<file path="src/rtl/mips_pkg.sv">
// -----------------------------------------------------------------------------
// mips_pkg
// Shared definitions for the MIPS-style integer pipeline.
//   XLEN / RW      : datapath width and register-index width
//   ALU_*          : 4-bit ALU control encodings {a_invert, b_negate, op[1:0]}
//   ctl_t          : control bits carried through ID/EX
//   idex_t         : complete ID/EX pipeline register contents
//   IDEX_BUBBLE    : ID/EX contents for a bubble (no architectural effect)
// -----------------------------------------------------------------------------
package mips_pkg;

    localparam int XLEN = 32;
    localparam int RW   = 5;

    localparam logic [3:0] ALU_AND = 4'b0000;
    localparam logic [3:0] ALU_OR  = 4'b0001;
    localparam logic [3:0] ALU_ADD = 4'b0010;
    localparam logic [3:0] ALU_SUB = 4'b0110;
    localparam logic [3:0] ALU_SLT = 4'b0111;
    localparam logic [3:0] ALU_NOR = 4'b1100;

    typedef struct packed {
        logic       valid;
        logic       reg_write;
        logic       mem_read;
        logic       mem_write;
        logic       mem_to_reg;
        logic       alu_src;
        logic [3:0] alu_ctl;
    } ctl_t;

    typedef struct packed {
        ctl_t            ctl;
        logic [RW-1:0]   rs;
        logic [RW-1:0]   rt;
        logic [RW-1:0]   dst;
        logic [XLEN-1:0] rs_data;
        logic [XLEN-1:0] rt_data;
        logic [XLEN-1:0] imm;
    } idex_t;

    // A bubble is all-zero: invalid, no writes, AND control, cleared fields.
    localparam idex_t IDEX_BUBBLE = '0;

endpackage : mips_pkg

</file>
<file path="src/rtl/id_ex_stage_fwd_mux.sv">
// -----------------------------------------------------------------------------
// fwd_mux
// Operand-forwarding selector for one source register.
//   src_i          : source register index being read in EX
//   exmem_we_i     : EX/MEM forwarding enable       (higher priority)
//   exmem_dst_i    : EX/MEM destination index
//   exmem_data_i   : EX/MEM result
//   memwb_we_i     : MEM/WB forwarding enable       (lower priority)
//   memwb_dst_i    : MEM/WB destination index
//   memwb_data_i   : MEM/WB write-back data
//   fallback_i     : value captured from the register file
//   data_o         : selected operand
// Register 0 is hard-wired zero, so it is never forwarded.
// -----------------------------------------------------------------------------
module fwd_mux
    import mips_pkg::*;
(
    input  logic [RW-1:0]   src_i,
    input  logic            exmem_we_i,
    input  logic [RW-1:0]   exmem_dst_i,
    input  logic [XLEN-1:0] exmem_data_i,
    input  logic            memwb_we_i,
    input  logic [RW-1:0]   memwb_dst_i,
    input  logic [XLEN-1:0] memwb_data_i,
    input  logic [XLEN-1:0] fallback_i,
    output logic [XLEN-1:0] data_o
);

    logic exmem_hit;
    logic memwb_hit;

    assign exmem_hit = exmem_we_i && (exmem_dst_i != '0) && (exmem_dst_i == src_i);
    assign memwb_hit = memwb_we_i && (memwb_dst_i != '0) && (memwb_dst_i == src_i);

    // The younger producer (EX/MEM) holds the newer value, so it wins.
    always_comb begin
        // NOTE: assigning a default first guarantees every path drives data_o, so no latch is inferred.
        data_o = fallback_i;
        if (exmem_hit) begin
            data_o = exmem_data_i;
        end else if (memwb_hit) begin
            data_o = memwb_data_i;
        end
    end

endmodule : fwd_mux

</file>
<file path="src/rtl/id_ex_stage.sv">
// -----------------------------------------------------------------------------
// id_ex_stage
// ID/EX pipeline register plus operand forwarding for the EX-stage ALU.
// Inputs:
//   clk, rst               : clock, asynchronous active-high reset
//   stall, flush           : hold contents / load a bubble (flush wins)
//   id_*                   : decoded instruction fields from ID
//   exmem_*, memwb_*       : live forwarding buses from later stages
// Outputs:
//   alu_a, alu_b, alu_ctl  : final ALU operands and control
//   ex_store_data          : forwarded rt value for stores
//   ex_valid, ex_*         : registered control bits and destination
//   load_use               : combinational load-use hazard request
// -----------------------------------------------------------------------------
module id_ex_stage
    import mips_pkg::*;
(
    input  logic            clk,
    input  logic            rst,
    input  logic            stall,
    input  logic            flush,
    input  logic            id_valid,
    input  logic [XLEN-1:0] id_rs_data,
    input  logic [XLEN-1:0] id_rt_data,
    input  logic [XLEN-1:0] id_imm,
    input  logic [RW-1:0]   id_rs,
    input  logic [RW-1:0]   id_rt,
    input  logic [RW-1:0]   id_dst,
    input  logic [3:0]      id_alu_ctl,
    input  logic            id_alu_src,
    input  logic            id_reg_write,
    input  logic            id_mem_read,
    input  logic            id_mem_write,
    input  logic            id_mem_to_reg,
    input  logic            exmem_reg_write,
    input  logic [RW-1:0]   exmem_dst,
    input  logic [XLEN-1:0] exmem_result,
    input  logic            memwb_reg_write,
    input  logic [RW-1:0]   memwb_dst,
    input  logic [XLEN-1:0] memwb_data,
    output logic [XLEN-1:0] alu_a,
    output logic [XLEN-1:0] alu_b,
    output logic [3:0]      alu_ctl,
    output logic [XLEN-1:0] ex_store_data,
    output logic            ex_valid,
    output logic            ex_reg_write,
    output logic            ex_mem_read,
    output logic            ex_mem_write,
    output logic            ex_mem_to_reg,
    output logic [RW-1:0]   ex_dst,
    output logic            load_use
);

    idex_t           idex_q;
    idex_t           idex_d;
    logic [XLEN-1:0] rt_fwd;

    // Next-state selection: flush > stall > capture.
    always_comb begin
        idex_d = idex_q;
        if (flush) begin
            idex_d = IDEX_BUBBLE;
        end else if (!stall) begin
            idex_d.ctl.valid      = id_valid;
            // Gating with id_valid keeps an invalid slot from ever writing state.
            idex_d.ctl.reg_write  = id_valid & id_reg_write;
            idex_d.ctl.mem_read   = id_valid & id_mem_read;
            idex_d.ctl.mem_write  = id_valid & id_mem_write;
            idex_d.ctl.mem_to_reg = id_valid & id_mem_to_reg;
            idex_d.ctl.alu_src    = id_alu_src;
            idex_d.ctl.alu_ctl    = id_alu_ctl;
            idex_d.rs             = id_rs;
            idex_d.rt             = id_rt;
            idex_d.dst            = id_dst;
            idex_d.rs_data        = id_rs_data;
            idex_d.rt_data        = id_rt_data;
            idex_d.imm            = id_imm;
        end
    end

    always_ff @(posedge clk or posedge rst) begin
        if (rst) begin
            // NOTE: non-blocking assignment keeps every flop sampling pre-edge values, independent of block order.
            idex_q <= IDEX_BUBBLE;
        end else begin
            idex_q <= idex_d;
        end
    end

    fwd_mux u_fwd_rs (
        .src_i        (idex_q.rs),
        .exmem_we_i   (exmem_reg_write),
        .exmem_dst_i  (exmem_dst),
        .exmem_data_i (exmem_result),
        .memwb_we_i   (memwb_reg_write),
        .memwb_dst_i  (memwb_dst),
        .memwb_data_i (memwb_data),
        .fallback_i   (idex_q.rs_data),
        .data_o       (alu_a)
    );

    fwd_mux u_fwd_rt (
        .src_i        (idex_q.rt),
        .exmem_we_i   (exmem_reg_write),
        .exmem_dst_i  (exmem_dst),
        .exmem_data_i (exmem_result),
        .memwb_we_i   (memwb_reg_write),
        .memwb_dst_i  (memwb_dst),
        .memwb_data_i (memwb_data),
        .fallback_i   (idex_q.rt_data),
        .data_o       (rt_fwd)
    );

    assign alu_b         = idex_q.ctl.alu_src ? idex_q.imm : rt_fwd;
    assign ex_store_data = rt_fwd;

    assign alu_ctl       = idex_q.ctl.alu_ctl;
    assign ex_valid      = idex_q.ctl.valid;
    assign ex_reg_write  = idex_q.ctl.reg_write;
    assign ex_mem_read   = idex_q.ctl.mem_read;
    assign ex_mem_write  = idex_q.ctl.mem_write;
    assign ex_mem_to_reg = idex_q.ctl.mem_to_reg;
    assign ex_dst        = idex_q.dst;

    // rt is checked even for immediate-form instructions: a spurious stall is
    // cheaper than decoding which operands ID actually consumes.
    assign load_use = idex_q.ctl.valid && idex_q.ctl.mem_read && (idex_q.dst != '0) &&
                      ((idex_q.dst == id_rs) || (idex_q.dst == id_rt));

endmodule : id_ex_stage

</file>
<file path="config.mk">
export PLATFORM = sky130hd
export DESIGN_NAME = id_ex_stage
export DESIGN_NICKNAME = d
export VERILOG_FILES = /design/src/rtl/mips_pkg.sv /design/src/rtl/id_ex_stage_fwd_mux.sv /design/src/rtl/id_ex_stage.sv
export SDC_FILE = /design/constraint.sdc
export NUM_CORES = 1
export LEC_CHECK = 0
export CAP_MARGIN = 20
export CELL_PAD_IN_SITES_DETAIL_PLACEMENT = 0
export CELL_PAD_IN_SITES_GLOBAL_PLACEMENT = 1
export CORE_MARGIN = 2
export CORE_UTILIZATION = 34
export DETAILED_ROUTE_END_ITERATION = 10
export PLACE_DENSITY = 0.93
export SLEW_MARGIN = 5
export SYNTH_ARGS = -nofsm -noshare
export SYNTH_HDL_FRONTEND = slang
export SYNTH_SLANG_ARGS = --single-unit
export TNS_END_PERCENT = 50
</file>
<file path="constraint.sdc">
create_clock -name clk -period 6.72 [get_ports clk]
set_clock_uncertainty 0.1 [all_clocks]
set_input_delay 1.344 -clock clk [delete_from_list [all_inputs] [get_ports clk]]
set_output_delay 1.344 -clock clk [all_outputs]
set_load 0.01 [all_outputs]
</file>
==> results.json <==
{
  "status": "finished, final reports clean",
  "r2r_cells": 3,
  "fin_setup_tns_ns": 0,
  "rsz0062_at_grt": "no",
  "synth_top_area_share": 0.416,
  "layout_min_cycle_time_ns": 5.74,
  "place.detailed.hpwl_mm": 17.4,
  "synth-simple-area-share": 0.136,
  "syn_nets": 983,
  "synth-compound-area-share": 0.0900,
  "cts_tree": "yes",
  "regToRegSetupSlack_ns": 5.25,
  "path_class": "in -> out",
  "coreArea_um2": 21000,
  "hp-start": "idex_q[70]",
  "ctsHoldBuffers": 0,
  "worstPathArrival_ns": 4.29,
  "min_to": "idex_q[70]",
  "rows": 53,
  "gr-usage-all-layers": 0.212,
  "r2r-start": "idex_q[115]",
  "hold_class": "reg -> reg",
  "dr_total_vias": 6687,
  "grt_pass1_wl_mm": 37.0,
  "cts_root_buf": "clkbuf_16",
  "start_kind": "primary input",
  "period_share": 0.853,
  "crit_fanout": 36,
  "synth-main-ff-cell": "dfrtp_1",
  "cts_setup_buffers": 0,
  "synthXorXnorAreaFrac": 0.0361,
  "initial_core_util": 0.346,
  "cts_resized": 0,
  "syn_area_um2": 7270,
  "async_flop_share": 1.00,
  "firstDrtPassIters": 5,
  "postRouteAntennaNets": 0,
  "htreeDepth": 4,
  "area_delta_synth_final_pct": 51.9,
  "end_kind": "primary output",
  "grt_overflow": 0,
  "maxCapViolCount": 0,
  "synth_mux_area_frac": 0.249,
  "synth_edf_count": 0,
  "antenna_found_initial": 0,
  "place_area_um2": 10400,
  "grt_max_degree": 71,
  "place.gp.congestion": 0.889,
  "io_pins": 312,
  "synthAdderAreaFrac": 0,
  "wire_per_inst_um": 17.9,
  "ys_types": 25,
  "nets": 1254,
  "synth_seq_area_share": 0.416,
  "layout-drive-gt1-share": 0.0488,
  "required_ns": 5.28,
  "dieHeight_um": 150,
  "synth_top_family_by_area": "multiplexers",
  "synth-seq-cells": 121,
  "design_area_um2": 11000,
  "dieWidth_um": 150,
  "hold_depth": 2,
  "io_buffers": 311,
  "largest_reg_flops": 107,
  "syn_area_per_cell_um2": 9.30,
  "clk_pin_slew_worst_paths_ns": 0.06,
  "first_global_vias": 6660,
  "fmax_mhz": 174,
  "syn_inst": 782,
  "cts_buffers": 17,
  "hold_violations": 0,
  "largest-register": "idex_q",
  "synth.largest_area_cell": "dfrtp_1",
  "clk_latency_ns": 0.41,
  "ys_warn_count": 0,
  "synth_top_cells_by_area": "dfrtp_1 42%, mux2i_1 25%, nor2_1 8.2%",
  "r2r-end": "idex_q[115]",
  "power_leakage_nw": 4.68,
  "setup_viol": 0,
  "vdd_drop_max_v": 0.000150,
  "die_area_um2": 22600,
  "max_slew_margin": 0.438,
  "cts.sinks": 121,
  "num_antenna_cells": 0,
  "drc": 0,
  "ctsLongestPathBuffers": 2,
  "slew_violations": 0,
  "via_per_inst": 4.99,
  "p_per_area_nw_per_um2": 201,
  "drt-total-wl_mm": 24.0,
  "worstMarginPinSlew_ns": 0.842,
  "drtIter0Drc": 264
}
==> cell usage in the layout, fill, tap and decap left out <==
cell type / n
nor2_1: 158
or4_1: 3
inv_1: 32
clkdlybuf4s50_1: 309
a31oi_4: 1
clkbuf_16: 17
a21oi_1: 37
o21a_1: 2
buf_6: 1
clkbuf_8: 1
and4_2: 3
o21ai_0: 32
a221oi_1: 32
nand3_1: 2
dfrtp_1: 120
nor3_1: 38
clkinv_2: 1
buf_16: 1
clkinv_4: 2
nand2_1: 36
clkinvlp_4: 5
xnor2_1: 10
inv_6: 3
buf_4: 12
mux2i_1: 181
xor2_1: 20
bufinv_16: 2
dfrtp_2: 1
nand3_4: 1
o211ai_1: 1
inv_4: 1
==> metal layers <==
| metal | GRT usage | part of all wire |
|---|---|---|
| met1 | 0.273 | 0.44 |
| met2 | 0.351 | 0.47 |
| met3 | 0.0533 | 0.066 |
| met4 | 0.0632 | 0.017 |
| met5 | 0 | 0 |
==> through the flow <==
step	setup WS, ns	utilization	hold slack, ns	instances	total power, mW
final	0.985	0.526	0.416	1340	2.22
after detailed placement	0.952	0.496	0.410	1308	1.31
after global placement	0.965	0.496	0.401	1308	1.31
after global routing	0.795	0.526	0.450	1340	2.32
after floorplan	2.06	-	0.389	782	1.03
after CTS	0.956	0.524	0.424	1339	2.24
==> worst max-delay path: stages <==
cell	delay, ns
clkdlybuf4s50_1	0.49
or4_1	0.55
o21a_1	0.26
and4_2	0.43
buf_4	0.33
o21ai_0	0.26
clkdlybuf4s50_1	0.59
==> how the worst max path moves through the flow <==
stage,from,to,slack [ns],depth (start not counted)
after floorplan,rst,alu_ctl[0],2.06,1
after global placement,memwb_dst[4],alu_a[3],0.96,8
after detailed placement,exmem_dst[0],alu_b[7],0.95,6
after CTS,exmem_dst[0],alu_b[7],0.96,6
after global routing,memwb_dst[4],alu_a[1],0.79,8
final,exmem_dst[0],alu_a[3],0.98,7
==> cells in the mapped netlist, types with 5 or more instances <==
cell type and number:
mux2i_1 181, a221oi_1 32, nor3_1 38, buf_1 8, o21ai_0 32, buf_2 14, dfrtp_1 121, xor2_1 20
clkbuf_1 32, buf_6 5, nand2_1 36, nor2_1 158, inv_1 33, xnor2_1 10, buf_4 9, a21oi_1 37
==> final cells by class <==
| type | count | area (µm²) |
|---|---|---|
| tap | 275 | 344 |
| clock inverter | 13 | 146 |
| sequential | 121 | 3030 |
| multi-input combinational | 557 | 3740 |
| clock buffer | 18 | 439 |
| fill | 1899 | 9970 |
| inverter | 33 | 126 |
| timing repair buffer | 323 | 3220 |
==> where the power goes <==
| part | total, mW | internal (mW) | switching [mW] |
|---|---|---|---|
| Sequential | 0.799 | 0.769 | 0.0298 |
| Clock | 0.916 | 0.557 | 0.359 |
| Combinational | 0.504 | 0.287 | 0.217 |
==> cells by family (layout without fill, tap and decap cells) <==
kind of cell | after synthesis | in the layout
AND/OR/NAND/NOR | 241 | 241
multiplexers | 181 | 181
flip-flops | 121 | 121
AO/OA/AOI/OAI | 105 | 105
buffers and inverters | 104 | 387
XOR/XNOR | 30 | 30
Note: power is estimated with default switching activity, not from simulation.
==> edit 1 (same flow settings) <==
Set the package constant `XLEN` to 24 (it was 32).
--- a/src/rtl/mips_pkg.sv
+++ b/src/rtl/mips_pkg.sv
@@ -9,7 +9,7 @@
 // -----------------------------------------------------------------------------
 package mips_pkg;
 
-    localparam int XLEN = 32;
+    localparam int XLEN = 24;
     localparam int RW   = 5;
 
     localparam logic [3:0] ALU_AND = 4'b0000;
Ports: changed (8 resized); port bits go from 312 to 248. No check against the original RTL was run, so the function may have changed too.
==> edit 1 against the unedited design <==
Worst setup slack worse by 190 ps. Design area is 16% lower. Sequential cell count shrank 24. Critical path type unchanged. Power decreased by 23%. Synthesized area down 11%. Routed wire length up 9.0%. Largest power group is now sequential cells. Clock power shrank 41%.
==> edit 1: results (changes against the unedited design) <==
max reg flops 83 (-22%); CP max FO 24 (-33%); Place WS 872 ps (-80.5 ps); Hold Startpoint ex_mem_to_reg; r2r endpoint idex_q[91]; share of post-route cells with drive strength above 1 4.63% (-0.25 points); met3 usage 5.15% (-0.19 points); clk_lat worst skew 350 ps (-60 ps); Slew HR 29.4% (-14 points); status completed; mux cell area share after synthesis 14.3% (-11 points); GRT Total Usage 25.3% (+4.1 points); register area share after synthesis 37.4% (-4.2 points); Final GP Congestion 0.949 (+6.8%); Post-synth top cells nor2_1 (126), dfrtp_1 (97), mux2i_1 (93); global-route wire length before repair 39,000 µm (+5.2%); CP max stage cell nand3_2; via/cell ratio 5.82 (+17%); final non-filler cell total 1,163 (-13%); Avg Inst Size Synth 8.81 µm² (-5.3%); Layout fillers 1,787 (-5.9%); drt wl/cell 22.5 µm (+26%); initial DRC count 599 (+130%); largest net degree at the start of global routing 98 (+38%); WHS Endpoint ex_mem_to_reg; Leak 0.00393 µW (-16%); RR Startpoint idex_q[91]; Crit path largest cell delay 700 ps (+110 ps)
## edit 1: cell count changes after synthesis, sizes merged, moves of 25 or more
cell / delta
nor4: +48
nand2: -30
mux2i: -88
a221oi: -32
nand3: +27
a21oi: -32
inv: -32
nand4: +25
a31oi: +72
nor2: -32
nor3: -36
## edit 1: final cells by class
| class | instances | area share [%] |
|---|---|---|
| clock buffer | 11 | 2.51 |
| inverter | 1 | 0.0674 |
| antenna | 1 | 0.0270 |
| multi-input combinational | 550 | 39.2 |
| timing repair buffer | 266 | 28.2 |
| sequential | 97 | 26.1 |
| clock inverter | 3 | 0.728 |
| tap | 234 | 3.15 |
## edit 1: worst max path at each step
| stage | depth (start not counted) | slack [ps] | to | startpoint |
|---|---|---|---|---|
| CTS | 6 | 850 | ex_store_data[23] | exmem_dst[1] |
| global route | 6 | 600 | ex_store_data[23] | exmem_dst[1] |
| detailed placement | 6 | 870 | ex_store_data[23] | exmem_dst[1] |
| global placement | 6 | 880 | alu_b[23] | exmem_dst[0] |
| finish | 6 | 790 | ex_store_data[23] | exmem_dst[1] |
| floorplan | 6 | 2570 | alu_b[10] | exmem_dst[0] |
## edit 1: critical path: cells and delay by family
| family | cells | cell delay (ps) |
|---|---|---|
| buf+inv | 2 | 1200 |
| xor+xnor | 1 | 170 |
| simple gates | 2 | 1280 |
| compound gates | 1 | 480 |
## edit 1: per-layer routing
| layer | part of all wire, % | wire (µm) | vias up |
|---|---|---|---|
| met5 | 0 | 0 | - |
| met4 | 2.5 | 666 | 0 |
| met3 | 8.2 | 2130 | 46 |
| met2 | 46 | 12100 | 373 |
| met1 | 43 | 11200 | 3216 |
| li1 | - | - | 3130 |
## edit 1: cells by family after synthesis
family,Yosys count
AOI/OAI and AO/OA,157
xor gates and xnor gates,30
buffers and inverters,90
DFF,97
muxes,93
and+or+nand+nor,270
## edit 1: report_power, final
group	switching, µW	internal, µW	total, µW
Clock	215	322	538
Combinational	271	252	522
Sequential	26.7	616	643
Total	513	1190	1700
## edit 1: stage by stage
| stage | total power [µW] | area (µm²) | util (%) | hold slack, ps |
|---|---|---|---|---|
| global placement | 1170 | 8980 | 48.0 | 398 |
| detailed placement | 1170 | 8980 | 48.0 | 409 |
| CTS | 1710 | 9280 | 49.6 | 427 |
| global route | 1770 | 9280 | 49.6 | 454 |
| finish | 1700 | 9280 | 49.6 | 422 |
| floorplan | 899 | 6490 | - | 383 |
==> edit 2 (same settings) <==
Made on the original files. Reset style: synchronous (`rst`), changed in one clocked block. Comments in the files are not updated.
--- a/src/rtl/id_ex_stage.sv
+++ b/src/rtl/id_ex_stage.sv
@@ -78,7 +78,7 @@
         end
     end
 
-    always_ff @(posedge clk or posedge rst) begin
+    always_ff @(posedge clk) begin
         if (rst) begin
             // NOTE: non-blocking assignment keeps every flop sampling pre-edge values, independent of block order.
             idex_q <= IDEX_BUBBLE;
Formal check against the unedited RTL: differs if rst is asserted again (counterexample within 4 cycles, from zero or initial values and one cycle with rst high); with rst held inactive, the same outputs for 4 cycles.
==> edit 2 against the unedited design <==
Sequential cell count unchanged. Worst setup slack worse by 130 ps. Routed wire length down 7.3%. Synthesized area down 8.5%. Die area down 8.3%. Highest routed layer unchanged. Largest power group unchanged. Design area down 5.5%. Via count down 4.1%. Power down 4.5%.
==> edit 2: results (changes against the unedited design) <==
status completed; clock tree buffer depth 2 (unchanged); routed via count 6,414 (-4.1%); Inserted Clock Buffers 17 (unchanged); worst reg-to-reg path cell count 3 (unchanged); Final GP Congestion 0.908 (+2.1%); Final HPWL DP 16,200 µm (-7.0%); top cells by area, synth dfxtp_1 (36%), mux2i_1 (27%), nor2_1 (8.7%); Port Buffers 311 (unchanged); CP max FO 22 (-39%); share of post-route cells with drive strength above 1 4.27% (-0.61 points); Synthesis Warnings 0 (unchanged); Leak 0.00398 µW (-15%); Crit path largest cell delay 850 ps (+260 ps); post-cts resize count 0 (unchanged); Net Count, Synth 977 (-0.61%); peak supply drop 0.168 mV (+12%); Final nets 1,243 (-0.88%); clk_lat worst skew 410 ps (about the same); max reg flops 107 (unchanged); CP Launch Point memwb_dst[2]; initial DRC count 286 (+8.3%); largest net degree at the start of global routing 84 (+18%); GRT Total Usage 21.1% (-0.12 points); Netlist cell types 28 (+12%); Hold Startpoint idex_q[71]; Post-synth top cells mux2i_1 (180), nor2_1 (154), dfxtp_1 (121); Post-CTS Setup Bufs 0 (unchanged); global-route wire length before repair 33,600 µm (-9.4%); Gate Count Post-Synth 776 (-0.77%); CP max stage cell and4_2; DR pass1 iterations 5 (unchanged); via/cell ratio 4.86 (-2.6%); Hold Path Depth 2 (unchanged); htree depth 4 (unchanged); Top reg by flops idex_q; worst hold path type reg2reg; Root Driver clkbuf_16; register area share after synthesis 36.4% (-5.2 points); Synth async-reset ratio 0% (-100 points); Placed Instance Area 0.00979 mm² (-6.2%); Worst Path Arrival 4420 ps (+130 ps); main flop type after synthesis dfxtp_1; Slew HR 34.1% (-9.7 points); RR Startpoint idex_q[115]; number of global-route vias before repair 6,291 (-5.5%); antenna violations before repair 1 (+1); Place WS 866 ps (-85.7 ps); drt wl/cell 16.8 µm (-5.8%)
-- edit 2: changes by cell type in the layout (fill, tap and decap cells not counted), sizes merged, moves of 2 or more --
cell	change
clkbuf	+6
buf	-5
a22oi	+4
nand2	-4
dfrtp	-121
clkinvlp	-4
nor2	-4
inv	-4
dfxtp	+121
a21oi	-3
bufinv	+2
-- edit 2: final cells by class --
cell class                 instances  area, µm²
fill                            1831       8900
multi-input combinational        551       3730
timing repair buffer             319       3190
sequential                       121       2420
clock buffer                      24        502
tap                              265        332
clock inverter                     7        138
inverter                          32        120
antenna                            1       2.50
-- edit 2: per-layer routing --
layer	wire, µm	GRT usage [%]	vias to the layer above
li1	-	-	3212
met1	9360	25.3	2932
met2	10500	35.4	234
met3	1780	5.96	36
met4	597	8.67	0
met5	0	0	-
-- edit 2: cell families (layout without fill, tap and decap cells) --
group                  after synthesis  after routing  synth area share [%]
AO/OA/AOI/OAI                      106            106                  10.1
XOR/XNOR                            30             30                  3.95
buffers and inverters              104            382                  7.92
flip-flops                         121            121                  36.4
multiplexers                       180            180                  27.1
other                                0              1                     0
AND/OR/NAND/NOR                    235            235                  14.6
-- edit 2: worst min-delay path, delay by kind of cell (launching register included) --
| kind | cells | cell delay [ps] |
|---|---|---|
| mux | 1 | 70 |
| simple gates | 1 | 70 |
| flops | 1 | 320 |
-- edit 2: stage by stage --
step / hold slack, ps / total power [µW]
after floorplan: 363 / 926
after global placement: 374 / 1150
after detailed placement: 384 / 1150
after CTS: 397 / 2140
after global routing: 421 / 2210
final: 393 / 2120
-- edit 2: final timing paths --
kind	end	slack (ps)
max	alu_b[13]	860
min	idex_q[71]	390
max reg2reg	idex_q[115]	5240
min reg2reg	idex_q[71]	390
-- edit 2: report_power, final --
group          switching (µW)  internal [µW]  total (µW)
logic                     151            230         381
clock network             314            667         981
registers                15.3            742         757
total                     481           1640        2120
